**config.mk**
```make
export PLATFORM = sky130hd
export DESIGN_NAME = xgmii_rx_frame_monitor
export DESIGN_NICKNAME = d
export VERILOG_FILES = /design/src/rtl/xgmii_rx_frame_monitor.sv
export SDC_FILE = /design/constraint.sdc
export NUM_CORES = 1
export LEC_CHECK = 0
export CELL_PAD_IN_SITES_DETAIL_PLACEMENT = 2
export CELL_PAD_IN_SITES_GLOBAL_PLACEMENT = 2
export CORE_ASPECT_RATIO = 0.6
export CORE_MARGIN = 1.5
export CORE_UTILIZATION = 28
export CTS_CLUSTER_SIZE = 12
export DETAILED_ROUTE_END_ITERATION = 8
export PLACE_DENSITY = 0.88
export RECOVER_POWER = 50
export SYNTH_ARGS = -nofsm -noshare
export SYNTH_HDL_FRONTEND = slang
export SYNTH_SLANG_ARGS = --single-unit
```
**constraint.sdc**
```tcl
create_clock -name rx_clk -period 7.9 [get_ports rx_clk]
set_input_delay 1.58 -clock rx_clk [delete_from_list [all_inputs] [get_ports rx_clk]]
set_output_delay 1.58 -clock rx_clk [all_outputs]
set_load 0.01 [all_outputs]
```
**src/rtl/xgmii_rx_frame_monitor.sv**
```systemverilog
// xgmii_rx_frame_monitor
//   Frame delineation and length checker for a 64-bit XGMII receive stream.
//   Opens a frame on START (0xFB, lane 0 or lane 4), accumulates the byte
//   length, and closes it on TERMINATE (0xFD) or on any error / unexpected
//   control pattern. Each close gives a one-cycle status pulse and bumps
//   either the good-frame or the bad-frame counter.
//
// Ports
//   rx_clk       : clock, all logic on rising edge
//   rx_rst       : synchronous active-high reset
//   xgmii_rxd    : XGMII data, lane n = bits [8n+7:8n]
//   xgmii_rxc    : XGMII control, bit n flags lane n as control
//   in_frame     : high while a frame is open
//   frame_done   : one-cycle pulse when a frame closes
//   frame_good   : status of the frame reported with frame_done
//   frame_len    : byte length of that frame (held between closes)
//   frame_count  : good frames seen (wraps)
//   error_count  : bad frames seen (wraps)
module xgmii_rx_frame_monitor #(
  parameter int DATA_WIDTH = 64,
  parameter int CTRL_WIDTH = DATA_WIDTH / 8,
  parameter int MAX_LEN    = 1526,
  parameter int MIN_LEN    = 64,
  parameter int CNT_WIDTH  = 32
) (
  input  logic                  rx_clk,
  input  logic                  rx_rst,
  input  logic [DATA_WIDTH-1:0] xgmii_rxd,
  input  logic [CTRL_WIDTH-1:0] xgmii_rxc,
  output logic                  in_frame,
  output logic                  frame_done,
  output logic                  frame_good,
  output logic [15:0]           frame_len,
  output logic [CNT_WIDTH-1:0]  frame_count,
  output logic [CNT_WIDTH-1:0]  error_count
);

  typedef enum logic {IDLE, DATA} state_t;

  state_t         state_q, state_d;
  logic [15:0]    acc_q, acc_d;

  logic           start0, start4;
  logic           term_hit, tail_bad;
  logic [2:0]     term_lane;

  logic           close, close_good;
  logic [15:0]    close_len;

  // Length accumulator add that sticks at 0xFFFF.
  function automatic logic [15:0] sat_add(input logic [15:0] a, input logic [3:0] b);
    logic [16:0] s;
    s = {1'b0, a} + {13'b0, b};
    return s[16] ? 16'hFFFF : s[15:0];
  endfunction

  always_comb begin
    start0 = (xgmii_rxc == 8'h01) && (xgmii_rxd[7:0] == 8'hFB);
    start4 = ((xgmii_rxc == 8'hF0) || (xgmii_rxc == 8'h10)) && (xgmii_rxd[39:32] == 8'hFB);

    // TERMINATE in lane n: lanes below n are data, lane n and above are control.
    term_hit  = 1'b0;
    term_lane = '0;
    for (int unsigned n = 0; n < 8; n++) begin
      if ((xgmii_rxc == 8'(8'hFF << n)) && (xgmii_rxd[8*n +: 8] == 8'hFD)) begin
        term_hit  = 1'b1;
        term_lane = 3'(n);
      end
    end

    // Anything but IDLE after the terminator (including 0xFE) spoils the frame.
    tail_bad = 1'b0;
    for (int unsigned i = 0; i < 8; i++) begin
      if (term_hit && (i > 32'(term_lane)) && (xgmii_rxd[8*i +: 8] != 8'h07))
        tail_bad = 1'b1;
    end
  end

  always_comb begin
    state_d    = state_q;
    acc_d      = acc_q;
    close      = 1'b0;
    close_good = 1'b0;
    close_len  = acc_q;

    case (state_q)
      IDLE: begin
        if (start0) begin
          state_d = DATA;
          acc_d   = 16'd7;
        end else if (start4) begin
          state_d = DATA;
          acc_d   = 16'd3;
        end
      end
      DATA: begin
        if (xgmii_rxc == 8'h00) begin
          acc_d = sat_add(acc_q, 4'd8);
        end else if (start0) begin
          // Back-to-back START: abort the open frame, open a new one.
          close = 1'b1;
          acc_d = 16'd7;
        end else if (term_hit) begin
          // The length only grows (saturating), so the oversize check can
          // be made once, at close, on the final length.
          close      = 1'b1;
          close_len  = sat_add(acc_q, {1'b0, term_lane});
          close_good = !tail_bad && (close_len >= 16'(MIN_LEN)) && (close_len <= 16'(MAX_LEN));
          state_d    = IDLE;
          acc_d      = '0;
        end else begin
          close   = 1'b1;
          state_d = IDLE;
          acc_d   = '0;
        end
      end
      default: begin
        state_d = IDLE;
        acc_d   = '0;
      end
    endcase
  end

  always_ff @(posedge rx_clk) begin
    if (rx_rst) begin
      state_q     <= IDLE;
      acc_q       <= '0;
      in_frame    <= 1'b0;
      frame_done  <= 1'b0;
      frame_good  <= 1'b0;
      frame_len   <= '0;
      frame_count <= '0;
      error_count <= '0;
    end else begin
      state_q    <= state_d;
      acc_q      <= acc_d;
      in_frame   <= (state_d == DATA);
      frame_done <= close;
      if (close) begin
        frame_good <= close_good;
        frame_len  <= close_len;
        if (close_good)
          frame_count <= frame_count + 1'b1;
        else
          error_count <= error_count + 1'b1;
      end
    end
  end

endmodule

```
After elaboration in Yosys (flattened, before gate mapping)
Cells that the tools add are included.
- output and inout bits: 83
- input bits: 74
- logic and storage cells: 125
- register bits: 99
- bitwise operators: 2
- equal/unequal tests: 28
- add/sub/neg operators: 4
- reductions and logical operators: 31
- order comparisons: 9
- muxes and demuxes: 44
- operators with widths (operator ; number):
    8-bit equality test (second input constant) ; 18
    16-bit two-way mux ; 9
    32-bit by 1-bit adder with 32-bit output (second input constant) ; 2
    8-bit by 3-bit != test with 1-bit output (second input constant) ; 7
    16-bit one-hot mux with 2 select lines ; 1
    1-bit logical AND ; 26
    1-bit two-way mux ; 26
    3-bit two-way mux ; 7
    16-bit by 3-bit adder with 17-bit output ; 1
    16-bit by 4-bit adder with 17-bit output (second input constant) ; 1
    16-bit by 7-bit >= comparator with 1-bit output (second input constant) ; 1
    16-bit by 11-bit less-or-equal comparator with 1-bit output (second input constant) ; 1
    3-bit > comparator (first input constant) ; 4
    8-bit by 1-bit equality test with 1-bit output (second input constant) ; 1
    8-bit by 5-bit equality test with 1-bit output (second input constant) ; 1
    8-bit logical NOT ; 1
    2-bit by 3-bit > comparator with 1-bit output (first input constant) ; 2
    2-bit AND reduction ; 2
    1-bit by 3-bit > comparator with 1-bit output (first input constant) ; 1
    3-bit != test (second input constant) ; 1
    1-bit inverter ; 2
    1-bit one-hot mux with 2 select lines ; 1
    1-bit logical NOT ; 1
    1-bit logical OR ; 1

Logic depth before layout (Yosys ltp)
- word-level depth: 28
- mapped depth: 19
- depth with buffers taken out: 15

Worst setup path before layout
Ideal clock, no wire load.
- kind: input port to flip-flop
- start: input xgmii_rxc[6]
- end: register frame_count[27]
- cell stages on the path: 16
- data required time: 7777 ps
- arrival time: 6292 ps
- path buffers: 1
- slack: 1485 ps
- setup time: 123 ps
- cell sequence: clkbuf_1 or4bb_1 nor3_1 nand2_1 nand4_1 ha_1 inv_1 fa_1 nand2b_2 a2111oi_0 mux2_2 nor4b_1 o211ai_1 a2111o_1 or4_1 mux2_1
- word-level cells in the longest chain between the ends: 27
- elaborated cells between the ends (all ways): 76
- classes of those cells: add/sub: 1; order compare: 9; eq/ne: 9; mux: 29; reduce/logical: 28
- RTL lines (what ; line ; text):
    start, declared ; 29 ; input logic [CTRL_WIDTH-1:0] xgmii_rxc,
    parallel branches: the longest is 26 deep, another holds 16-bit by 3-bit adder with 17-bit output ; -- ;
    2-bit AND reduction (no line) * ; -- ;
    end signal, assigned ; 143 ; frame_count <= frame_count + 1'b1;
    end, declared ; 34 ; output logic [CNT_WIDTH-1:0] frame_count,
Every way passes the cells marked *.
A chain may end at the register's enable or synchronous reset.

Worst setup path in the final report
- start: input xgmii_rxc[3]
- end: register frame_count[29]
Same word-level chain as after synthesis.

==> results.toml <==
[logic_synthesis]
synth-main-ff-cell = "dfxtp_1"
async_flop_share_pct = 0
ys_warn_count = 0
synthTopCellsByCount = "a21oi_1 (103), dfxtp_1 (98), nand2_1 (79), nor2_1 (57), or4_1 (53)"
ys_types = 69
yosysTopAreaCellShare_pct = 31.06
post-synth-top-count-cell = "a21oi_1"
synth_top_area_cell = "dfxtp_1"
synthesis.area_mm2 = 0.006316
syn_nets = 912
synthTopCellsByArea = "dfxtp_1 (31%), a21oi_1 (8.2%), or4_1 (6.3%)"
synth-seq-area-share_pct = 31.06
syn_inst = 831
avgSynthCellArea_um2 = 7.601
synth_edf_count = 0
synth_seq_cells = 98

[global_route]
antenna_found_initial = 0
grt_use_met2_pct = 35.16
grt_max_degree = 77
use_met3_pct = 4.276
grt_pass1_wl_um = 43240
grt_overflow_total = 0
grt_use_met1_pct = 34.48
grt_pass1_vias = 7588
grtUsageTotal_pct = 23.33
grt.busiest_layer = "met2"

[layout]
diodes = 0
final_area_mm2 = 0.008456
postLayoutCoreUtil_pct = 38.31
drive_gt1_share_pct = 4.959
syn_to_final_growth_pct = 33.87
layout.nets = 1044
final_cells = 1254
fillers = 2540

[die]
start_util_pct = 28.62
design.portCount = 157
std_cell_rows = 42
coreArea_mm2 = 0.02207
die-area_mm2 = 0.02350
die_w_um = 196.9
die_y_um = 119.3

[power]
pwr-share-seq_pct = 47.3
switching_share_pct = 22.80
net-switching-power_uw = 237.8
power_frac_clock_pct = 46.0
intPower_uw = 805.0
power.density_mw_per_mm2 = 123.3
power_frac_comb_pct = 6.7
power_mw = 1.043
peakVddDrop_v = 0.00009968
cellLeakagePower_nw = 2.843

[clock_tree]
postCtsSetupBuffers = 0
clk_pin_slew_ns = 0.07
cts_resized = 0
cts_inserted_buffers = 9
htreeDepth = 3
clockBufferDepth = 2
clkSinkCount = 98
cts_tree = "built"
clk_latency_ns = 0.35
ctsHoldBuffers = 0
cts_root_buffer = "clkbuf_16"

[place]
pre_cts_slack_ns = 0.04642
portBuffers = 156
hpwlAfterDp_um = 20800
placed_cells = 1238
gp_congestion = 0.9263
place_area_mm2 = 0.008153

[outcome]
violations = "max-capacitance violations, max-slew violations"
status = "finished with violations"

[worst_hold_path]
min-delay-path-class = "reg2reg"

[worst_setup_path]
cp_max_fo = 32
critical_path_class = "in2reg"
required_ns = 8.18
cp-end-kind = "flip-flop"
crit_arrival_ns = 7.59
start_kind = "input pin"

[sta]
finalSetupViolCount = 0
drv_slew = 29
tightest_slew_ns = 1.535
worst_slack_ns = 0.5977
hold_viol = 0
holdWs_ns = 0.4590
relSlewSlack_pct = -2.331
fin_crit_sh_pct = 92.43
setup_tns_ns = 0
fin_crit_ns = 7.302
max_freq_mhz = 136.9
skew_ns = 0.006670
rsz0062_at_grt = "no"

[drt]
ant_nets = 0
vias = 7470
wl_um = 27660
avgViaCountPerCell = 5.957
drcViolationCount = 0
routedWlPerCell_um = 22.06
drt_iter0_markers = 426
drt_pass1_iterations = 5

[flow_run]
cap_violations = 1
kinds of logic after synthesis:
| group | share of synthesized area (%) |
|---|---|
| buf+inv | 4.457 |
| xor+xnor | 0.9707 |
| simple gates | 35.02 |
| mux | 1.842 |
| flops | 31.06 |
| compound gates | 25.14 |
| fa+ha+maj | 1.506 |
final timing paths:
| check | from | end | slack, ns | depth (start not counted) |
|---|---|---|---|---|
| worst max-delay path | xgmii_rxc[3] | frame_count[29] | 0.60 | 17 |
| worst min-delay path | frame_len[13] | frame_len[13] | 0.46 | 2 |
| worst max register to register | acc_q[1] | frame_count[29] | 3.29 | 12 |
| worst min register to register | frame_len[13] | frame_len[13] | 0.46 | 2 |
power by group through the flow:
stage / Sequential [mW] / Clock (mW) / Combinational [mW]
2_1_floorplan: 0.505 / 0 / 0.0188
3_3_place_gp: 0.505 / 0 / 0.0674
3_5_place_dp: 0.505 / 0 / 0.0693
4_1_cts: 0.493 / 0.491 / 0.0699
5_1_grt: 0.493 / 0.515 / 0.0740
6_report: 0.493 / 0.480 / 0.0697
final cells by class:
| cell class | instances | area (um^2) | share of cell area [%] |
|---|---|---|---|
| multi-input combinational | 664 | 4084 | 48.30 |
| sequential | 98 | 1962 | 23.20 |
| timing repair buffer | 171 | 1664 | 19.68 |
| tap | 286 | 357.8 | 4.232 |
| clock buffer | 13 | 270.3 | 3.196 |
| inverter | 19 | 71.32 | 0.8434 |
| clock inverter | 3 | 46.29 | 0.5475 |
routing by layer:
metal,vias to the layer above,part of all wire [%]
li1,3476,-
met1,3753,51
met2,225,43
met3,16,5.8
met4,0,0.93
met5,-,0
placed cells by master, fill, tap and decap left out, drive strengths merged, types with 7 or more instances in the layout:
master           n
o31ai           50
o21ai           44
nand3           41
nand4           34
or3             10
nand2           79
nor3            20
nor2            57
a211oi           8
dlygate4sd3     85
clkdlybuf4s50   70
nor4            16
dfxtp           98
nor2b            7
nand2b           9
or4             53
and3            25
inv             19
buf             14
a21oi          104
clkbuf          15
worst max-delay path, cell delays in order:
cell and delay (ns):
dlygate4sd3_1 0.57, or4_1 0.65, nor2_1 0.32, nand2_1 0.16, nand4_1 0.20, ha_1 0.25
inv_1 0.09, fa_1 0.43, nand2b_2 0.28, a2111oi_0 0.50, mux2_2 0.43, nor4b_2 0.35
o211ai_1 0.31, a2111o_1 0.48, buf_4 0.27, or4_1 0.53, a21oi_1 0.16
state kept, by name, summed over array words and instances, names as in the netlist:
| register | flops |
|---|---|
| acc_q | 15 |
| error_count | 32 |
| frame_count | 32 |
| frame_done | 1 |
| frame_good | 1 |
| frame_len | 16 |
| state_q | 1 |
Note: power is estimated with default switching activity, not from simulation.
